--- src/rtl/msrv32_instr_buffer.sv ---
// -----------------------------------------------------------------------------
// msrv32_instr_buffer
//
// Purpose:
//   Instruction buffer between the instruction-memory response and the decode
//   stage. It holds up to DEPTH fetched instructions together with their PCs.
//   Both sides use a valid/ready handshake. The head entry is split into the
//   decode fields: opcode, funct3/funct7, rs1/rs2/rd, CSR address and the
//   immediate source bits [31:7].
//
//   When the buffer is empty, or while flush_in is high, the field outputs show
//   NOP_INSTR and pc_out is 0. A flush empties the buffer in one cycle. A
//   saturating counter adds up how many entries the flushes have thrown away.
//
// Ports:
//   ms_riscv32_mp_clk_in    clock; all state changes on its rising edge
//   ms_riscv32_mp_rst_in    asynchronous reset, active low
//   flush_in                drop every queued entry; blocks this cycle's write
//   instr_valid_in          fetch side: instruction and PC are valid
//   ms_riscv32_mp_instr_in  fetched instruction
//   pc_in                   PC of the fetched instruction
//   instr_ready_out         buffer accepts a write this cycle
//   dec_valid_out           head entry is presented to decode
//   dec_ready_in            decode consumes the head entry
//   opcode_out .. instr_out decode fields of the selected instruction
//   pc_out                  PC of the head entry, or 0 when NOP is shown
//   count_out               number of occupied entries
//   drop_count_out          saturating total of entries discarded by flushes
// -----------------------------------------------------------------------------
module msrv32_instr_buffer #(
    parameter int unsigned DEPTH     = 4,
    parameter logic [31:0] NOP_INSTR = 32'h0000_0013,
    parameter int unsigned DROP_W    = 8
) (
    input  logic                       ms_riscv32_mp_clk_in,
    input  logic                       ms_riscv32_mp_rst_in,
    input  logic                       flush_in,
    input  logic                       instr_valid_in,
    input  logic [31:0]                ms_riscv32_mp_instr_in,
    input  logic [31:0]                pc_in,
    output logic                       instr_ready_out,
    output logic                       dec_valid_out,
    input  logic                       dec_ready_in,
    output logic [6:0]                 opcode_out,
    output logic [2:0]                 funct3_out,
    output logic [6:0]                 funct7_out,
    output logic [4:0]                 rs1addr_out,
    output logic [4:0]                 rs2addr_out,
    output logic [4:0]                 rdaddr_out,
    output logic [11:0]                csr_addr_out,
    output logic [24:0]                instr_out,
    output logic [31:0]                pc_out,
    output logic [$clog2(DEPTH):0]     count_out,
    output logic [DROP_W-1:0]          drop_count_out
);

    localparam int unsigned AW = $clog2(DEPTH);
    localparam int unsigned CW = AW + 1;
    // The sum is made wide enough that adding the count can never wrap
    // before the saturation compare.
    localparam int unsigned SW = ((DROP_W > CW) ? DROP_W : CW) + 1;

    localparam logic [CW-1:0] FULL_CNT = CW'(DEPTH);
    localparam logic [SW-1:0] DROP_MAX = SW'({DROP_W{1'b1}});

    // -------------------------------------------------------------------------
    // Storage and control state
    // -------------------------------------------------------------------------
    logic [31:0]       r_instr_mem [DEPTH];
    logic [31:0]       r_pc_mem    [DEPTH];
    logic [AW-1:0]     r_wr_ptr;
    logic [AW-1:0]     r_rd_ptr;
    logic [CW-1:0]     r_count;
    logic [DROP_W-1:0] r_drop_cnt;

    logic              w_ready;
    logic              w_valid;
    logic              w_wr_en;
    logic              w_rd_en;
    logic              w_sel_nop;
    logic [31:0]       w_sel_instr;
    logic [31:0]       w_sel_pc;
    logic [SW-1:0]     w_drop_sum;
    logic [DROP_W-1:0] w_drop_next;
    logic [CW-1:0]     w_count_next;

    // -------------------------------------------------------------------------
    // Handshake. Ready looks only at occupancy, never at dec_ready_in. So a
    // full buffer refuses a write even in a cycle where it is also being read.
    // This keeps ready free of any combinational path from the decode side.
    // -------------------------------------------------------------------------
    assign w_ready = !flush_in && (r_count != FULL_CNT);
    assign w_valid = !flush_in && (r_count != '0);
    assign w_wr_en = instr_valid_in && w_ready;
    assign w_rd_en = w_valid && dec_ready_in;

    assign instr_ready_out = w_ready;
    assign dec_valid_out   = w_valid;
    assign count_out       = r_count;
    assign drop_count_out  = r_drop_cnt;

    // -------------------------------------------------------------------------
    // Head selection. NOP is shown when the buffer is empty or being flushed,
    // so decode never sees stale array contents.
    // -------------------------------------------------------------------------
    assign w_sel_nop   = flush_in || (r_count == '0);
    assign w_sel_instr = w_sel_nop ? NOP_INSTR : r_instr_mem[r_rd_ptr];
    assign w_sel_pc    = w_sel_nop ? 32'h0    : r_pc_mem[r_rd_ptr];

    assign opcode_out   = w_sel_instr[6:0];
    assign funct3_out   = w_sel_instr[14:12];
    assign funct7_out   = w_sel_instr[31:25];
    assign rs1addr_out  = w_sel_instr[19:15];
    assign rs2addr_out  = w_sel_instr[24:20];
    assign rdaddr_out   = w_sel_instr[11:7];
    assign csr_addr_out = w_sel_instr[31:20];
    assign instr_out    = w_sel_instr[31:7];
    assign pc_out       = w_sel_pc;

    // -------------------------------------------------------------------------
    // Next-state values for the occupancy and drop counters
    // -------------------------------------------------------------------------
    always_comb begin
        w_count_next = r_count;
        unique case ({w_wr_en, w_rd_en})
            2'b10:   w_count_next = r_count + CW'(1);
            2'b01:   w_count_next = r_count - CW'(1);
            default: w_count_next = r_count;   // idle, or a read and write together
        endcase
    end

    assign w_drop_sum  = SW'(r_drop_cnt) + SW'(r_count);
    assign w_drop_next = (w_drop_sum > DROP_MAX) ? DROP_MAX[DROP_W-1:0]
                                                 : w_drop_sum[DROP_W-1:0];

    // -------------------------------------------------------------------------
    // Array write. The data array has no reset. Only the pointers and the
    // count decide which entries are live.
    // -------------------------------------------------------------------------
    always_ff @(posedge ms_riscv32_mp_clk_in) begin
        if (w_wr_en) begin
            r_instr_mem[r_wr_ptr] <= ms_riscv32_mp_instr_in;
            r_pc_mem[r_wr_ptr]    <= pc_in;
        end
    end

    // -------------------------------------------------------------------------
    // Pointers, occupancy and drop counter. The pointers are AW bits wide, so
    // they wrap from DEPTH-1 to 0 without extra logic (DEPTH is a power of 2).
    // A flush adds the pre-flush count to the drop total. An empty flush adds 0.
    // -------------------------------------------------------------------------
    always_ff @(posedge ms_riscv32_mp_clk_in or negedge ms_riscv32_mp_rst_in) begin
        if (!ms_riscv32_mp_rst_in) begin
            r_wr_ptr   <= '0;
            r_rd_ptr   <= '0;
            r_count    <= '0;
            r_drop_cnt <= '0;
        end else if (flush_in) begin
            r_wr_ptr   <= '0;
            r_rd_ptr   <= '0;
            r_count    <= '0;
            r_drop_cnt <= w_drop_next;
        end else begin
            if (w_wr_en) begin
                r_wr_ptr <= r_wr_ptr + AW'(1);
            end
            if (w_rd_en) begin
                r_rd_ptr <= r_rd_ptr + AW'(1);
            end
            r_count <= w_count_next;
        end
    end

endmodule
--- config.mk ---
export PLATFORM = sky130hd
export DESIGN_NAME = msrv32_instr_buffer
export DESIGN_NICKNAME = d
export VERILOG_FILES = /design/src/rtl/msrv32_instr_buffer.sv
export SDC_FILE = /design/constraint.sdc
export NUM_CORES = 1
export LEC_CHECK = 0
export ABC_AREA = 1
export BUFFER_PORTS_ARGS = -buffer_cell sky130_fd_sc_hd__buf_2
export CAP_MARGIN = 20
export CORE_UTILIZATION = 40
export DETAILED_ROUTE_END_ITERATION = 8
export GPL_ROUTABILITY_DRIVEN = 1
export HOLD_SLACK_MARGIN = 0.1
export PLACE_DENSITY_LB_ADDON = 0.25
export SLEW_MARGIN = 10
export SYNTH_ARGS = -nofsm -noshare
export SYNTH_HDL_FRONTEND = slang
export SYNTH_SLANG_ARGS = --single-unit
--- constraint.sdc ---
create_clock -name ms_riscv32_mp_clk_in -period 4.5 [get_ports ms_riscv32_mp_clk_in]
set_clock_uncertainty 0.1 [all_clocks]
set_input_delay 0 -clock ms_riscv32_mp_clk_in [delete_from_list [all_inputs] [get_ports ms_riscv32_mp_clk_in]]
set_output_delay 0 -clock ms_riscv32_mp_clk_in [all_outputs]
set_load 0.02 [all_outputs]
==> out/results.txt, run 1 <==
Avg WL per Cell - 16.15 um
Post-DP Area - 12110 um^2
Synth cell types - 26
# rows - 60
CTS tree - done
Seq/Total Area, Yosys - 72.56%
Initial Utilization - 41.00%
Critical Path Start Type - register
hold slack final - 0.1124 ns
RSZ-0062 raised after global routing - false
placed insts - 1392
largest cells by area after synthesis - edfxtp_1 69%, nor2_1 9.0%, o21ai_0 5.8%
syn_area_per_cell - 12.17 um^2
Net Count, Synth - 991
WP buf/inv - 2
CTS resizes - 0
relative slew slack - 33.01%
Place WS - 1.895 ns
number of global-route vias before repair - 7396
total power - 7.393 mW
final hold vios - 0
Finished Layout Cells - 1551
Max Slew Vio Count - 0
DRT Pass-1 Iters - 5
Remaining Overflow, GRT - 0
CP peak stage delay - 0.85 ns
Layout Utilization - 51.93%
most used cell, CP - nor2_1
# Post-CTS Setup Buffers - 0
global-route wire length before repair - 39550 um
post-route minimum period - 3.171 ns
area delta synth->final - 26.64%
Synth top area share - 69.18%
Worst VDD drop - 0.3780 mV
TritonCTS Buffers - 29
1st-iter DRT viols - 459
PwrDens - 525.4 nW/um^2
CTS sink cnt - 271
commonest non-fill, non-tap cell in the layout - nor2_1
Gate Count Post-Synth - 913
CP Data Arrival Time - 3.07 ns
static leakage - 5.380 nW
later-pin clock latency in the skew report - 0.55 ns
Vias - 7452
I/O pin count - 183
Max Freq - 315.3 MHz
Post-CTS Hold Fix Bufs - 105
commonest cells after routing, fill and taps aside - 263 x nor2_1, 256 x edfxtp_1, 182 x buf_2
fin crit share - 70.47%
CP delay by family, top - buffers and inverters
initial antenna violation count - 0
ys async rst share - 5.535%
die area - 28450 um^2
number of synthesized flops with an enable pin - 256
die span in x - 168.7 um
status - complete, no violations
remaining antenna violation count after routing - 0
Primary FF master, synth - edfxtp_1
Synth Warn # - 0
GP Congestion - 0.7810
Port Buffers - 182
setup_tns - 0 ns
layout cells sized above 1 - 21.37%
critical path's slowest cell - dfrtp_4
hold crit path type - in2reg
Max clock buf depth - 3
Post-route DRC - 0
max-cap viol count - 0
Core Footprint - 27100 um^2
post-synth top area cell - edfxtp_1
WL final - 25050 um
number of synthesized register bits - 271
Detail Placement HPWL - 13540 um
synthesized area - 11110 um^2
H-tree levels - 1
CP Class - reg2out
final instance area - 14070 um^2
Crit Path Max Fanout - 73
Worst-Margin Slew - 1.003 ns
Vias per Instance - 4.805
largest net degree at the start of global routing - 80
cell chain of the critical path - buf_4 -> nor2_1 -> nor2_1 -> o21ai_0 -> a21oi_1 -> buf_2
clock-pin slew on the worst setup and hold paths - 0.06 ns
Data required, critical path - 4.40 ns
Total Routing Usage GR - 17.75%
antenna cells - 0
Die Y - 168.7 um
Setup violations, final - 0
final setup margin - 1.329 ns
type of element capturing the critical path - primary output
Nets - 1234
clk root buf - clkbuf_16
## area by class of cell
type / instances / area (um^2)
fill: 2329 / 13030
sequential: 271 / 8068
multi-input combinational: 533 / 2456
timing repair buffer: 299 / 2090
clock buffer: 32 / 737.0
tap: 372 / 465.4
clock inverter: 22 / 172.7
inverter: 22 / 83.83
## logic make-up after synthesis
logic type | count (synthesis) | synth area share [%]
adder cells (fa/ha/maj) | 9 | 1.148
XOR/XNOR | 3 | 0.2365
AO/OA/AOI/OAI | 203 | 9.267
flip-flops | 271 | 72.56
AND/OR/NAND/NOR | 318 | 11.18
buffers and inverters | 109 | 5.607
## report_power, final
part           switching (mW)  total (mW)  internal, mW
combinational            1.39        2.02         0.631
clock                   0.953        2.25          1.30
sequential              0.153        3.12          2.97
total                    2.50        7.39          4.90
## cells in the mapped netlist (3+ instances only)
master,instances
buf_4,51
nand2_1,28
inv_1,19
dfrtp_1,15
o21ai_1,4
inv_2,3
ha_1,7
buf_2,6
nand3_1,15
nor2_1,267
buf_1,6
o21ai_0,128
nand2_2,4
edfxtp_1,256
o311ai_0,3
clkbuf_1,22
a21oi_1,67
## sequential cells by signal, summed over array words and instances (netlist names)
name            cells
r_rd_ptr            2
r_instr_mem       128
drop_count_out      8
r_wr_ptr            2
count_out           3
r_pc_mem          128
## metal layers
layer | vias up | track usage, % | wire length [um]
met2 | 191 | 31.14 | 12320
li1 | 3647 | - | -
met4 | 0 | 4.625 | 539
met5 | - | 0 | 0
met1 | 3575 | 22.77 | 11070
met3 | 39 | 2.993 | 1118
## worst paths after layout
check                                     start           endpoint  slack, ns  cells after the start
min in group asynchronous  ms_riscv32_mp_rst_in       count_out[2]       0.52                      3
setup reg to reg                   count_out[1]       count_out[2]       1.92                     13
max in group asynchronous  ms_riscv32_mp_rst_in        r_rd_ptr[0]       3.22                      3
hold reg to reg               drop_count_out[4]  drop_count_out[4]       0.43                      2
setup / recovery                    r_rd_ptr[0]      funct7_out[6]       1.33                      6
hold / removal                        pc_in[29]    r_pc_mem[2][29]       0.11                      2
No activity file was read; power rests on OpenSTA's default activity.
==> run 2, diff against run 1 <==
- clock period: 4.5 -> 3.1 ns (I/O delays scaled with it)
==> out/results.txt, run 2 (same netlist as run 1, synthesis figures left out) <==
met3 WL - 1215 um (+8.7%)
Post-route DRC - 0 (unchanged)
clk root buf - clkbuf_16
Critical Path Start Type - register
area occupied by multi-input gates - 2456 um^2 (unchanged)
commonest non-fill, non-tap cell in the layout - nor2_1
remaining antenna violation count after routing - 0 (unchanged)
fin crit share - 89.34%
final hold vios - 0 (unchanged)
CP Class - reg2out
Remaining Overflow, GRT - 0 (unchanged)
TritonCTS Buffers - 29 (unchanged)
hold crit path type - in2reg
Hold EP - r_pc_mem[3][23]
Max clock buf depth - 3 (unchanged)
largest net degree at the start of global routing - 130 (+63%)
register area - 8068 um^2 (unchanged)
global-route wire length before repair - 39430 um (-0.31%)
final setup margin - 0.3303 ns (-0.9985 ns)
CTS resizes - 0 (unchanged)
CTS tree - done
PwrDens - 771.6 nW/um^2 (+47%)
# rows - 60 (unchanged)
Max Freq - 361.1 MHz
GP Congestion - 0.7823 (+0.17%)
Place WS - 0.7430 ns (-1.152 ns)
Vias per Instance - 4.853 (+1.0%)
RSZ-0062 raised after global routing - false
Met2 Wirelength - 12540 um (+1.7%)
later-pin clock latency in the skew report - 0.53 ns (-0.02 ns)
worst r2r dst - count_out[2]
WL final - 25270 um (+0.87%)
die span in x - 168.7 um (unchanged)
max-cap viol count - 0 (unchanged)
R2R Path Start - count_out[1]
Initial Utilization - 41.00% (unchanged)
1st-iter DRT viols - 436 (-5.0%)
Crit Path Max Fanout - 59 (-19%)
die area - 28450 um^2 (unchanged)
hold path depth - 2 (unchanged)
Worst-Margin Slew - 0.8456 ns (-0.1578 ns)
Detail Placement HPWL - 13460 um (-0.61%)
Data required, critical path - 3.00 ns (-1.40 ns)
Total Routing Usage GR - 17.83% (+0.079 points)
layout cells sized above 1 - 22.19% (+0.82 points)
M1 wire length - 11000 um (-0.67%)
static leakage - 5.362 nW (-0.35%)
initial antenna violation count - 1 (+1)
Port Buffers - 182 (unchanged)
status - complete, no violations
top sig layer - met4
R2R cell count - 12 (-1)
DRT Pass-1 Iters - 5 (unchanged)
CTS sink cnt - 271 (unchanged)
Max Slew Vio Count - 0 (unchanged)
hold slack final - 0.1301 ns (+0.01764 ns)
H-tree levels - 1 (unchanged)
area delta synth->final - 26.44%
relative slew slack - 43.63% (+11 points)
commonest cells after routing, fill and taps aside - 263 x nor2_1, 256 x edfxtp_1, 182 x buf_2
number of global-route vias before repair - 7219 (-2.4%)
Worst VDD drop - 0.3700 mV (-2.1%)
Core Footprint - 27100 um^2 (unchanged)
HP Start - pc_in[23]
clock-pin slew on the worst setup and hold paths - 0.06 ns (about the same)
post-route minimum period - 2.770 ns
# fillers - 2338 (+0.39%)
Setup violations, final - 0 (unchanged)
I/O pin count - 183 (unchanged)
type of element capturing the critical path - primary output
# Post-CTS Setup Buffers - 0 (unchanged)
Die Y - 168.7 um (unchanged)
Vias - 7474 (+0.30%)
setup slack, reg-to-reg - 0.72 ns (-1.20 ns)
Avg WL per Cell - 16.41 um (+1.6%)
Nets - 1224 (-0.81%)
CP Data Arrival Time - 2.67 ns (-0.40 ns)
## run 2: cell count changes in the layout (fill, tap and decap cells not counted)
cell           before  now
buf_4               9    6
bufinv_16           2    3
clkbuf_1            3    6
clkinv_1           10    1
clkinv_2            7   10
inv_16              1    0
inv_6               1    0
dlygate4sd3_1     105   92
clkinvlp_4          1    4
diode_2             0    1
buf_12              3    9
clkinv_4            1    0
## run 2: power breakdown
part           leakage (nW)  internal, mW  switching (mW)
sequential             2.51          4.31           0.147
clock                 0.444          1.96            1.37
combinational          2.41         0.945            2.11
total                  5.36          7.21            3.63
## run 2: worst max path at each step
| stage | end | depth (start not counted) | startpoint | slack (ns) |
|---|---|---|---|---|
| after floorplan | r_instr_mem[0][0] | 4 | count_out[1] | -1.07 |
| after global placement | count_out[2] | 12 | count_out[1] | 0.81 |
| after detailed placement | count_out[2] | 12 | count_out[1] | 0.74 |
| after CTS | instr_out[24] | 6 | r_rd_ptr[1] | 0.24 |
| after global routing | funct7_out[6] | 6 | r_rd_ptr[1] | 0.07 |
| final | instr_out[24] | 6 | r_rd_ptr[1] | 0.33 |
## run 2: metal layers
metal,track usage [%],vias to the layer above
met3,2.946,45
met4,5.296,0
met5,0,-
li1,-,3618
met2,31.03,205
met1,22.87,3606
## run 2: critical path: stages (launching register included)
cell and delay [ns]:
dfrtp_2 0.87, inv_2 0.22, buf_12 0.28, nor2_1 0.12
o21ai_0 0.08, a21oi_1 0.31, buf_2 0.24
## run 2: cell type report
type / count / share of cell area [%]
sequential: 271 / 57.42
multi-input combinational: 533 / 17.48
timing repair buffer: 289 / 14.64
clock buffer: 35 / 5.326
tap: 372 / 3.313
clock inverter: 17 / 1.202
inverter: 22 / 0.5967
antenna: 1 / 0.01781
## run 2: timing repair
| action | CTS | global route |
|---|---|---|
| hold endpoints to repair | 292 | 0 |
| hold buffers | 92 | 0 |
| endpoints found under the setup margin | 0 | 0 |
## run 2: metrics by stage
step / TNS [ns] / cell area, um^2 / total power, mW / util, % / std cells
2_1_floorplan: -274.14 / 11110 / 6.751 / - / 913
3_3_place_gp: 0 / 12210 / 7.489 / 45.05 / 1395
3_5_place_dp: 0 / 12210 / 7.527 / 45.05 / 1395
4_1_cts: 0 / 14050 / 10.98 / 51.83 / 1539
5_1_grt: 0 / 14050 / 11.43 / 51.84 / 1540
6_report: 0 / 14050 / 10.84 / 51.84 / 1540
==> run 3, diff against run 2 <==
- CELL_PAD_IN_SITES_DETAIL_PLACEMENT: not set -> 1
- CELL_PAD_IN_SITES_GLOBAL_PLACEMENT: not set -> 1
==> out/results.txt, run 3 (same netlist as run 1, synthesis figures left out) <==
status - complete, no violations
Worst VDD drop - 0.4834 mV (+31%)
Int Pwr - 7.199 mW (-0.19%)
final instance area - 14200 um^2 (+1.1%)
relative slew slack - 48.78% (+5.2 points)
Logic pwr share - 29.0% (+0.8 points)
total power - 10.91 mW (+0.63%)
later-pin clock latency in the skew report - 0.55 ns (+0.02 ns)
final hold vios - 0 (unchanged)
Critical Path Start Type - register
commonest cells after routing, fill and taps aside - 263 x nor2_1, 256 x edfxtp_1, 182 x buf_2
post-route minimum period - 2.608 ns (-0.1614 ns)
Met2 Wirelength - 14210 um (+13%)
P_sw - 3.710 mW (+2.3%)
Core Footprint - 27100 um^2 (unchanged)
largest net degree at the start of global routing - 130 (unchanged)
Die Y - 168.7 um (unchanged)
Avg WL per Cell - 17.88 um (+9.0%)
clk root buf - clkbuf_16
# Post-CTS Setup Buffers - 0 (unchanged)
clock-pin slew on the worst setup and hold paths - 0.06 ns (about the same)
H-tree levels - 1 (unchanged)
Nets - 1241 (+1.4%)
layout cells sized above 1 - 21.69% (-0.51 points)
hold crit path type - in2reg
Max Slew Vio Count - 0 (unchanged)
Place WS - 0.7260 ns (-0.01698 ns)
CTS tree - done
Clk pwr share - 30.2% (-0.6 points)
Remaining Overflow, GRT - 0 (unchanged)
initial antenna violation count - 1 (unchanged)
GP Congestion - 0.8022 (+2.5%)
CTS sink cnt - 271 (unchanged)
Total Routing Usage GR - 19.64% (+1.8 points)
Setup violations, final - 0 (unchanged)
die span in x - 168.7 um (unchanged)
# rows - 60 (unchanged)
Max Freq - 383.4 MHz (+6.2%)
Post-CTS Hold Fix Bufs - 105 (+14%)
Port Buffers - 182 (unchanged)
Vias per Instance - 4.960 (+2.2%)
type of element capturing the critical path - primary output
Post-route DRC - 0 (unchanged)
fin crit share - 84.14% (-5.2 points)
1st-iter DRT viols - 392 (-10%)
Post-DP Area - 12230 um^2 (+0.18%)
RSZ-0062 raised after global routing - false
area delta synth->final - 27.81%
TritonCTS Buffers - 30 (+3.4%)
remaining antenna violation count after routing - 0 (unchanged)
setup_tns - 0 ns (unchanged)
static leakage - 5.428 nW (+1.2%)
PwrDens - 768.1 nW/um^2 (-0.45%)
WL final - 27860 um (+10%)
I/O pin count - 183 (unchanged)
max-cap viol count - 0 (unchanged)
CP Data Arrival Time - 2.51 ns (-0.16 ns)
final setup margin - 0.4917 ns (+0.1614 ns)
Max clock buf depth - 3 (unchanged)
met3 WL - 1030 um (-15%)
DRT Pass-1 Iters - 4 (-1)
M1 wire length - 12150 um (+10%)
switching share of power - 34.01% (+0.55 points)
top sig layer - met4
number of global-route vias before repair - 8063 (+12%)
CP Class - reg2out
die area - 28450 um^2 (unchanged)
Layout Utilization - 52.41% (+0.56 points)
# fillers - 2854 (+22%)
Initial Utilization - 41.00% (unchanged)
Sequential Power Share - 40.8% (-0.3 points)
Crit Path Max Fanout - 34 (-42%)
Data required, critical path - 3.00 ns (about the same)
Detail Placement HPWL - 15850 um (+18%)
global-route wire length before repair - 43360 um (+10%)
commonest non-fill, non-tap cell in the layout - nor2_1
Worst-Margin Slew - 0.7658 ns (-0.07980 ns)
CTS resizes - 0 (unchanged)
Vias - 7727 (+3.4%)
[run 3: cell count changes in the layout (fill, tap and decap cells not counted), sizes merged]
| cell | before | now |
|---|---|---|
| dlygate4sd3 | 92 | 105 |
| clkbuf | 35 | 36 |
| buf | 197 | 200 |
| clkinv | 11 | 16 |
| bufinv | 3 | 2 |
| clkinvlp | 4 | 1 |
[run 3: path summary, 6_finish.rpt]
kind	slack, ns	cells after the start	end	startpoint
hold / removal	0.12	2	r_instr_mem[2][24]	ms_riscv32_mp_instr_in[24]
min in group asynchronous	0.50	3	drop_count_out[2]	ms_riscv32_mp_rst_in
setup reg to reg	0.76	12	count_out[2]	count_out[1]
max in group asynchronous	1.84	3	r_rd_ptr[0]	ms_riscv32_mp_rst_in
setup / recovery	0.49	7	opcode_out[4]	count_out[1]
hold reg to reg	0.44	2	drop_count_out[4]	drop_count_out[4]
[run 3: power groups by stage]
stage	logic (mW)	registers, mW	clock network, mW
4_1_cts	3.20	4.45	3.37
6_report	3.16	4.45	3.30
3_5_place_dp	3.08	4.52	0
3_3_place_gp	3.02	4.51	0
5_1_grt	3.49	4.48	3.50
2_1_floorplan	2.18	4.57	0
[run 3: layout make-up]
cell class / count / area, um^2 / area share, %
inverter: 22 / 83.83 / 0.5903
clock buffer: 36 / 773.2 / 5.444
timing repair buffer: 305 / 2210 / 15.56
tap: 372 / 465.4 / 3.277
antenna: 1 / 2.502 / 0.01762
multi-input combinational: 533 / 2456 / 17.29
clock inverter: 18 / 143.9 / 1.013
sequential: 271 / 8068 / 56.81
[run 3: metrics by stage]
step | instances | hold slack [ns]
detailed placement | 1398 | -0.1653
global route | 1558 | 0.1123
CTS | 1557 | 0.1011
finish | 1558 | 0.1181
global placement | 1398 | -0.1597
floorplan | 913 | -0.3956
[run 3: worst max-delay path: stages (launching register included)]
cell      delay [ns]
dfrtp_1         0.48
nor2_2          0.18
nand2_1         0.08
nand2_2         0.11
buf_4           0.43
inv_2           0.19
o311ai_0        0.21
buf_2           0.27
[run 3: metal layers]
| layer | vias up | track usage [%] |
|---|---|---|
| met5 | - | 0 |
| met4 | 0 | 4.387 |
| met3 | 39 | 3.156 |
| met2 | 156 | 35.56 |
| met1 | 3874 | 24.64 |
| li1 | 3658 | - |
